File: src/rtl/rhythm_pkg.sv
// Shared types and point values for the rhythm-game judging stage.
package rhythm_pkg;

  typedef enum logic [1:0] {J_NONE, J_PERFECT, J_GOOD, J_MISS} judge_t;

  typedef enum logic [1:0] {IDLE, PLAY, DONE} play_state_t;

  localparam int unsigned PTS_PERFECT = 2;
  localparam int unsigned PTS_GOOD    = 1;

endpackage

File: src/rtl/note_lane.sv
// Scrolling note column: row 0 is the target row, notes enter at the top on tick.
module note_lane #(
  parameter int unsigned ROWS = 8
) (
  input  logic            clk,
  input  logic            reset,
  input  logic            tick,
  input  logic            spawn,
  input  logic            clear0,
  input  logic            clear1,
  input  logic            clear_all,
  output logic [ROWS-1:0] lane,
  output logic            drop
);

  logic [ROWS-1:0] r_lane;
  logic [ROWS-1:0] w_kept;

  // Hits clear their row before the shift so a graded note never also drops.
  always_comb begin
    w_kept    = r_lane;
    w_kept[0] = r_lane[0] & ~clear0;
    w_kept[1] = r_lane[1] & ~clear1;
  end

  assign drop = tick & w_kept[0];
  assign lane = r_lane;

  always_ff @(posedge clk) begin
    if (reset || clear_all) begin
      r_lane <= '0;
    end else if (tick) begin
      r_lane <= {spawn, w_kept[ROWS-1:1]};
    end else begin
      r_lane <= w_kept;
    end
  end

endmodule

File: src/rtl/hit_judge.sv
// Per-lane judging: grades presses against the note column, keeps score/combo/misses.
module hit_judge
  import rhythm_pkg::*;
#(
  parameter int unsigned ROWS     = 8,
  parameter int unsigned SCORE_W  = 10,
  parameter int unsigned COMBO_W  = 7,
  parameter int unsigned MAX_MISS = 5
) (
  input  logic               clk,
  input  logic               reset,
  input  logic               start,
  input  logic               press,
  input  logic               tick,
  input  logic               spawn,
  output logic [ROWS-1:0]    lane,
  output judge_t             judge,
  output logic               judge_valid,
  output logic [SCORE_W-1:0] score,
  output logic [COMBO_W-1:0] combo,
  output logic [COMBO_W-1:0] best_combo,
  output logic               playing,
  output logic               game_over
);

  localparam int unsigned MW = $clog2(MAX_MISS + 1);

  play_state_t        r_state;
  judge_t             r_judge;
  logic               r_judge_valid;
  logic               r_game_over;
  logic [SCORE_W-1:0] r_score;
  logic [COMBO_W-1:0] r_combo;
  logic [COMBO_W-1:0] r_best;
  logic [MW-1:0]      r_misses;

  logic               w_in_play, w_press, w_tick;
  logic               w_perfect, w_good, w_bad, w_drop;
  logic               w_hit, w_miss, w_final, w_clear_all;
  logic [MW-1:0]      w_miss_next;
  logic [SCORE_W-1:0] w_pts;
  logic [SCORE_W:0]   w_sum;
  logic [SCORE_W-1:0] w_score_next;
  logic [COMBO_W-1:0] w_combo_inc;

  always_comb begin
    w_in_play   = (r_state == PLAY);
    w_press     = press & w_in_play;
    w_tick      = tick & w_in_play;
    w_perfect   = w_press & lane[0];
    w_good      = w_press & ~lane[0] & lane[1];
    w_bad       = w_press & ~lane[0] & ~lane[1];
    w_hit       = w_perfect | w_good;
    // A bad press implies lane[0]=0, so it can never coincide with a drop.
    w_miss      = w_bad | w_drop;
    w_miss_next = r_misses + 1'b1;
    w_final     = w_miss && (w_miss_next == MW'(MAX_MISS));
    w_clear_all = (start & ~w_in_play) | w_final;

    w_pts        = w_perfect ? SCORE_W'(PTS_PERFECT) : SCORE_W'(PTS_GOOD);
    w_sum        = {1'b0, r_score} + {1'b0, w_pts};
    w_score_next = w_sum[SCORE_W] ? '1 : w_sum[SCORE_W-1:0];
    w_combo_inc  = (r_combo == '1) ? r_combo : r_combo + 1'b1;
  end

  note_lane #(.ROWS(ROWS)) u_lane (
    .clk       (clk),
    .reset     (reset),
    .tick      (w_tick),
    .spawn     (spawn),
    .clear0    (w_perfect),
    .clear1    (w_good),
    .clear_all (w_clear_all),
    .lane      (lane),
    .drop      (w_drop)
  );

  always_ff @(posedge clk) begin
    if (reset) begin
      r_state       <= IDLE;
      r_judge       <= J_NONE;
      r_judge_valid <= 1'b0;
      r_game_over   <= 1'b0;
      r_score       <= '0;
      r_combo       <= '0;
      r_best        <= '0;
      r_misses      <= '0;
    end else begin
      r_judge       <= J_NONE;
      r_judge_valid <= 1'b0;
      r_game_over   <= 1'b0;
      case (r_state)
        IDLE, DONE: begin
          if (start) begin
            r_state  <= PLAY;
            r_score  <= '0;
            r_combo  <= '0;
            r_best   <= '0;
            r_misses <= '0;
          end
        end
        PLAY: begin
          if (w_hit) begin
            r_judge_valid <= 1'b1;
            r_judge       <= w_perfect ? J_PERFECT : J_GOOD;
            r_score       <= w_score_next;
            r_combo       <= w_combo_inc;
            if (w_combo_inc > r_best) r_best <= w_combo_inc;
          end else if (w_miss) begin
            r_judge_valid <= 1'b1;
            r_judge       <= J_MISS;
            r_combo       <= '0;
            r_misses      <= w_miss_next;
            if (w_final) begin
              r_state     <= DONE;
              r_game_over <= 1'b1;
            end
          end
        end
        default: r_state <= IDLE;
      endcase
    end
  end

  assign judge       = r_judge;
  assign judge_valid = r_judge_valid;
  assign score       = r_score;
  assign combo       = r_combo;
  assign best_combo  = r_best;
  assign playing     = (r_state == PLAY);
  assign game_over   = r_game_over;

endmodule
File: config.mk
export PLATFORM = sky130hd
export DESIGN_NAME = hit_judge
export DESIGN_NICKNAME = d
export VERILOG_FILES = /design/src/rtl/rhythm_pkg.sv /design/src/rtl/note_lane.sv /design/src/rtl/hit_judge.sv
export SDC_FILE = /design/constraint.sdc
export NUM_CORES = 1
export LEC_CHECK = 0
export CAP_MARGIN = 40
export CORE_AREA = 2 2 74 76
export DETAILED_ROUTE_END_ITERATION = 6
export DIE_AREA = 0 0 76 78
export PLACE_DENSITY = 0.72
export REMOVE_ABC_BUFFERS = 1
export SLEW_MARGIN = 20
export SYNTH_ARGS = -nofsm -noshare
export SYNTH_HDL_FRONTEND = slang
export SYNTH_HIERARCHICAL = 1
export SYNTH_SLANG_ARGS = --single-unit
File: constraint.sdc
create_clock -name clk -period 2.6 [get_ports clk]
set_clock_uncertainty 0.15 [all_clocks]
set_input_delay 0.39 -clock clk [delete_from_list [all_inputs] [get_ports clk]]
set_output_delay 0.39 -clock clk [all_outputs]
set_load 0.02 [all_outputs]
==> impl_metrics.ini, run 1 <==
[power_and_ir_drop]
p_leak_nw = 1.17
powerDensity_nw_per_um2 = 440
total_power_w = 0.00138
ir_drop_mv = 0.259

[routing]
drt-pass1-iter-count = 4
drc_errors = 0
drt-initial-drc-count = 170
wl_per_cell_um = 13.9
ant_nets = 0
wl_um = 5740
vias = 2213
vias_per_cell = 5.37

[floorplan]
core_sq_um = 5040
die_w_um = 76
dieArea_sq_um = 5930
die_y_um = 78
io_pins = 43
rows = 26
initial_core_util_pct = 44.9

[worst_setup_path]
r2r_end = best_combo[1]$_SDFFE_PP0P_
crit_start = combo[0]$_SDFFE_PP0P_
critPathKind = reg2reg
arrival_ps = 2530
crit_path_end = best_combo[1]$_SDFFE_PP0P_
ff2ff_path_depth = 9
r2r-start = combo[0]$_SDFFE_PP0P_
path_max_fanout = 7
required_ps = 2630
cp-start-kind = flop
cp-end-kind = flop
rrSetupSlack_ps = 100

[sta]
fin_tns_setup_ps = 0
worstMarginPinSlew_ps = 510
hold_violations = 0
slew_violations = 0
timing.fmax_ghz = 0.401
period_needed_ps = 2500
relSlewSlack_pct = 65.9
finalCritPeriodShare_pct = 96.0
finalSetupViolCount = 0

[global_route]
grt_pass1_wl_um = 9540
grt_max_degree = 15
grt_use_total_pct = 19.4
antenna_found_initial = 0
overflow = 0
grt_pass1_vias = 2073

[finish]
area_growth_pct = 38.2
layout_common_cells = clkdlybuf4s50_1 (42), dfxtp_1 (39), buf_4 (31)
nNetsFinal = 360
post-route-util_pct = 62.0
diodes = 0
final_area_sq_um = 3130
mostFrequentLayoutCell = clkdlybuf4s50_1
drive_above_1_share_pct = 18.4

[synthesis]
syn_area_per_cell_sq_um = 8.41
synth_warnings = 6
syn_inst = 269
async_flop_share_pct = 0
yosysUniqueCellTypes = 49
synth_edf_count = 0
synth-seq-cells = 41
netlist_area_sq_um = 2260
ys.flop_type = dfxtp_1
ys_seq_area_share_pct = 36.3

[clock_tree]
cts_made_buffers = 5
worstSkewPairLatency_ps = 300
clockBufferDepth = 2
cts-root-buf = clkbuf_8
cts-htree-levels = 2
cts.sinks = 41
cts_tree = yes
path_clk_slew_ps = 90

[run]
max_cap_viol_count = 0

[status]
status = complete, no violations

[placed_design]
dpl-instance-area_sq_um = 2940
dp_hpwl_um = 4230
routabilityCongestion = 0.851
io_buffers = 42

[min_path]
hold_class = reg2reg
[power by group]
group          internal (W)  leakage, nW  switching, W
combinational     0.0000526        0.767     0.0000626
sequential         0.000632        0.332    0.00000359
clock              0.000382       0.0681      0.000242
[logic make-up (layout without fill, tap and decap cells)]
kind of cell               count (synthesis)  count (layout)  synth area share [%]
adders and majority gates                 13              13                  7.52
and+or+nand+nor                          104             104                  24.5
xor gates and xnor gates                   1               1                 0.387
muxes                                     13              13                  5.75
DFF                                       41              41                  36.3
AOI/OAI and AO/OA                         70              70                  19.7
buffers and inverters                     27             100                  5.86
[synth_stat cells, types with 3 or more instances]
library cell / number / area share (%)
a32oi_1: 4 / 1.5
o21a_1: 4 / 1.3
or2_2: 5 / 1.4
or4_1: 3 / 1.0
mux2i_1: 13 / 5.8
or3_1: 3 / 0.83
clkbuf_1: 3 / 0.50
and3_1: 3 / 0.83
a21oi_1: 20 / 4.4
a31oi_1: 3 / 0.83
nand2_1: 18 / 3.0
and2_1: 5 / 1.4
o211ai_1: 4 / 1.3
a211oi_1: 3 / 1.0
nor3_1: 8 / 1.8
ha_1: 12 / 6.6
inv_1: 16 / 2.7
buf_2: 3 / 0.66
nand3b_1: 4 / 1.3
nand3_1: 16 / 3.5
o21ai_0: 17 / 3.8
dfxtp_1: 41 / 36
buf_6: 3 / 1.5
nand2b_1: 4 / 1.1
nor2_1: 21 / 3.5
[per-stage QoR]
| stage | hold WS [ps] | std cells | worst slack (ps) |
|---|---|---|---|
| after global placement | 307 | 403 | -128 |
| after detailed placement | 314 | 403 | -154 |
| after global routing | 357 | 412 | -25.1 |
| after CTS | 326 | 411 | 35.0 |
| final | 327 | 412 | 104 |
| after floorplan | 304 | 260 | -277 |
[registers in the layout (all words and copies together) (netlist names)]
| name | count |
|---|---|
| r_state | 2 |
| judge | 2 |
| game_over | 1 |
| combo | 7 |
| judge_valid | 1 |
| score | 10 |
| u_lane/lane | 8 |
| best_combo | 7 |
| r_misses | 3 |
[metal layers]
| metal | wire length (um) | GRT usage, % |
|---|---|---|
| met3 | 268 | 3.72 |
| met5 | 0 | 0 |
| met2 | 2730 | 32.4 |
| met1 | 2690 | 25.4 |
| met4 | 48 | 5.82 |
[final cells by class]
type / count / area (sq um)
sequential: 41 / 823
timing repair buffer: 74 / 664
inverter: 18 / 72.6
clock buffer: 5 / 68.8
tap: 70 / 87.6
multi-input combinational: 201 / 1340
fill: 433 / 1920
clock inverter: 3 / 65.1
[worst max-delay path, stage by stage (launching register included)]
cell and delay [ps]:
dfxtp_1 370, ha_2 210, nand3_2 120, o21a_1 210, or2_2 300, ha_1 300, nand3_1 80, or3_4 330
o211a_4 200, mux2i_1 120
[how the worst min path moves through the flow]
stage	start	to	slack [ps]	depth (start not counted)
finish	best_combo[5]$_SDFFE_PP0P_	best_combo[5]$_SDFFE_PP0P_	330	2
global route	best_combo[2]$_SDFFE_PP0P_	best_combo[2]$_SDFFE_PP0P_	360	2
CTS	best_combo[3]$_SDFFE_PP0P_	best_combo[3]$_SDFFE_PP0P_	330	2
detailed placement	best_combo[3]$_SDFFE_PP0P_	best_combo[3]$_SDFFE_PP0P_	310	2
global placement	best_combo[3]$_SDFFE_PP0P_	best_combo[3]$_SDFFE_PP0P_	310	2
floorplan	r_misses[1]$_SDFFE_PP0P_	r_misses[1]$_SDFFE_PP0P_	300	2
[timing repair]
item	4_1_cts	5_1_grt
hold endpoints to repair	0	0
setup buffers	0	1
resized for setup	1	11
endpoints found under the setup margin	7	17
pin swaps	0	4
hold buffers	0	0
Note: power is estimated with default switching activity, not from simulation.
==> run 2, diff against run 1 <==
Settings changed: CTS_BUF_LIST set to sky130_fd_sc_hd__clkbuf_16, HOLD_SLACK_MARGIN set to 0.1.
==> run 2 against run 1 <==
Against the previous run:
- cell count unchanged
- die area unchanged
- sequential power about the same
- largest cell class unchanged
==> impl_metrics.ini, run 2 (synthesis results as in run 1) <==
[floorplan]
rows = 26
dieArea_sq_um = 5930
core_sq_um = 5040
die_y_um = 78
io_pins = 43
die_w_um = 76
initial_core_util_pct = 44.9

[routing]
routed.top_layer = met4
drt-pass1-iter-count = 4
wl_met2_um = 2710
vias = 2223
wl_per_cell_um = 13.8
met1Wirelength_um = 2650
ant_nets = 0
wl_um = 5680
vias_per_cell = 5.40
wl_met3_um = 294
drc_errors = 0
drt-initial-drc-count = 103

[global_route]
grt_pass1_wl_um = 9630
grt_max_degree = 15
antenna_found_initial = 0
grt_pass1_vias = 2098
grt_use_total_pct = 19.5
overflow = 0

[finish]
drive_above_1_share_pct = 19.3
layout_common_cells = clkdlybuf4s50_1 (42), dfxtp_1 (38), buf_4 (31)
final_area_sq_um = 3190
largest_reg_flops = 10
diodes = 0
post-route-util_pct = 63.3
area_growth_pct = 41.0
fill_cells = 417
nNetsFinal = 360
mostFrequentLayoutCell = clkdlybuf4s50_1

[worst_setup_path]
path_max_fanout = 7
arrival_ps = 2520
slowest_stage = or3_4
cp-end-kind = flop
required_ps = 2610
critPathTopFamily = simple AND/OR/NAND/NOR gates
rrSetupSlack_ps = 90
path_cells = ha_2, nand3_2, o21a_1, or2_2, ha_1, nand3_1, or3_4, o211a_4, mux2i_1
cp-start-kind = flop
slowest_delay_ps = 370
worstPathBufferInverterCount = 0
critPathKind = reg2reg

[sta]
hold_violations = 0
hold_ws_ps = 323
timing.fmax_ghz = 0.398
finalCritPeriodShare_pct = 96.5
fin_ws_ps = 90.2
relSlewSlack_pct = 66.7
slew_violations = 0
period_needed_ps = 2510
finalSetupViolCount = 0
worstMarginPinSlew_ps = 497

[placed_design]
routabilityCongestion = 0.851
io_buffers = 42
dp_hpwl_um = 4230
pre_cts_slack_ps = -154
dpl-instance-area_sq_um = 2940

[clock_tree]
cts.sinks = 41
cts-root-buf = clkbuf_16
worstSkewPairLatency_ps = 280
cts_tree = yes
cts_made_buffers = 5
cts-htree-levels = 2
clockBufferDepth = 2
path_clk_slew_ps = 60
hold_buffers = 0

[power_and_ir_drop]
intPower_w = 0.00123
p_leak_nw = 1.19
total_power_w = 0.00156
power.switching_w = 0.000323
power_switching_share_pct = 20.7
powerDensity_nw_per_um2 = 488
clkPwrFrac_pct = 51.7
comb_power_share_pct = 7.4
seq_power_share_pct = 40.9
ir_drop_mv = 0.275

[run]
max_cap_viol_count = 0

[min_path]
hold_class = reg2reg

[status]
status = complete, no violations
==> run 2: cell type report <==
type                    count  area (sq um)  share of cell area, %
well taps                  70          87.6                   2.75
clock inverters             3          65.1                   2.04
repair buffers             74           664                   20.8
flip-flops and latches     41           825                   25.8
inverters                  18          72.6                   2.27
multi-input cells         201          1350                   42.4
clock buffers               5           125                   3.92
==> run 2: metal layers <==
layer	up-vias	global-route usage [%]
met5	-	0
met4	0	5.64
met3	4	3.84
met2	51	32.9
met1	1052	25.4
li1	1116	-
==> run 2: what timing repair did <==
action                                  4_1_cts  5_1_grt
hold endpoints to repair                      0        0
pin swaps                                     0        9
resized for setup                             1       14
buffers inserted                              0        1
endpoints found under the setup margin        7       17
cloned                                        0        0
==> run 2: final timing paths <==
check,start,endpoint,depth (start not counted)
min reg2reg,best_combo[5]$_SDFFE_PP0P_,best_combo[5]$_SDFFE_PP0P_,2
min,best_combo[5]$_SDFFE_PP0P_,best_combo[5]$_SDFFE_PP0P_,2
max reg2reg,combo[1]$_SDFFE_PP0P_,best_combo[1]$_SDFFE_PP0P_,9
max,combo[1]$_SDFFE_PP0P_,best_combo[1]$_SDFFE_PP0P_,9
==> run 2: through the flow <==
| step | cells | TNS, ps |
|---|---|---|
| final | 412 | 0 |
| after global routing | 412 | -6.63 |
| after CTS | 411 | 0 |
| after detailed placement | 403 | -962 |
| after global placement | 403 | -433 |
| after floorplan | 260 | -2090 |
==> run 2: worst min-delay path, delay by kind of cell, from the launching register on <==
family / cells / cell delay [ps]
and+or+nand+nor: 1 / 50
DFF: 1 / 320
muxes: 1 / 50
==> run 2: power by group through the flow <==
stage	sequential [W]	clock, W	combinational (W)
finish	0.000637	0.000805	0.000115
global route	0.000637	0.000837	0.000125
CTS	0.000636	0.000809	0.000112
detailed placement	0.000650	0	0.000111
global placement	0.000650	0	0.000111
floorplan	0.000654	0	0.0000508
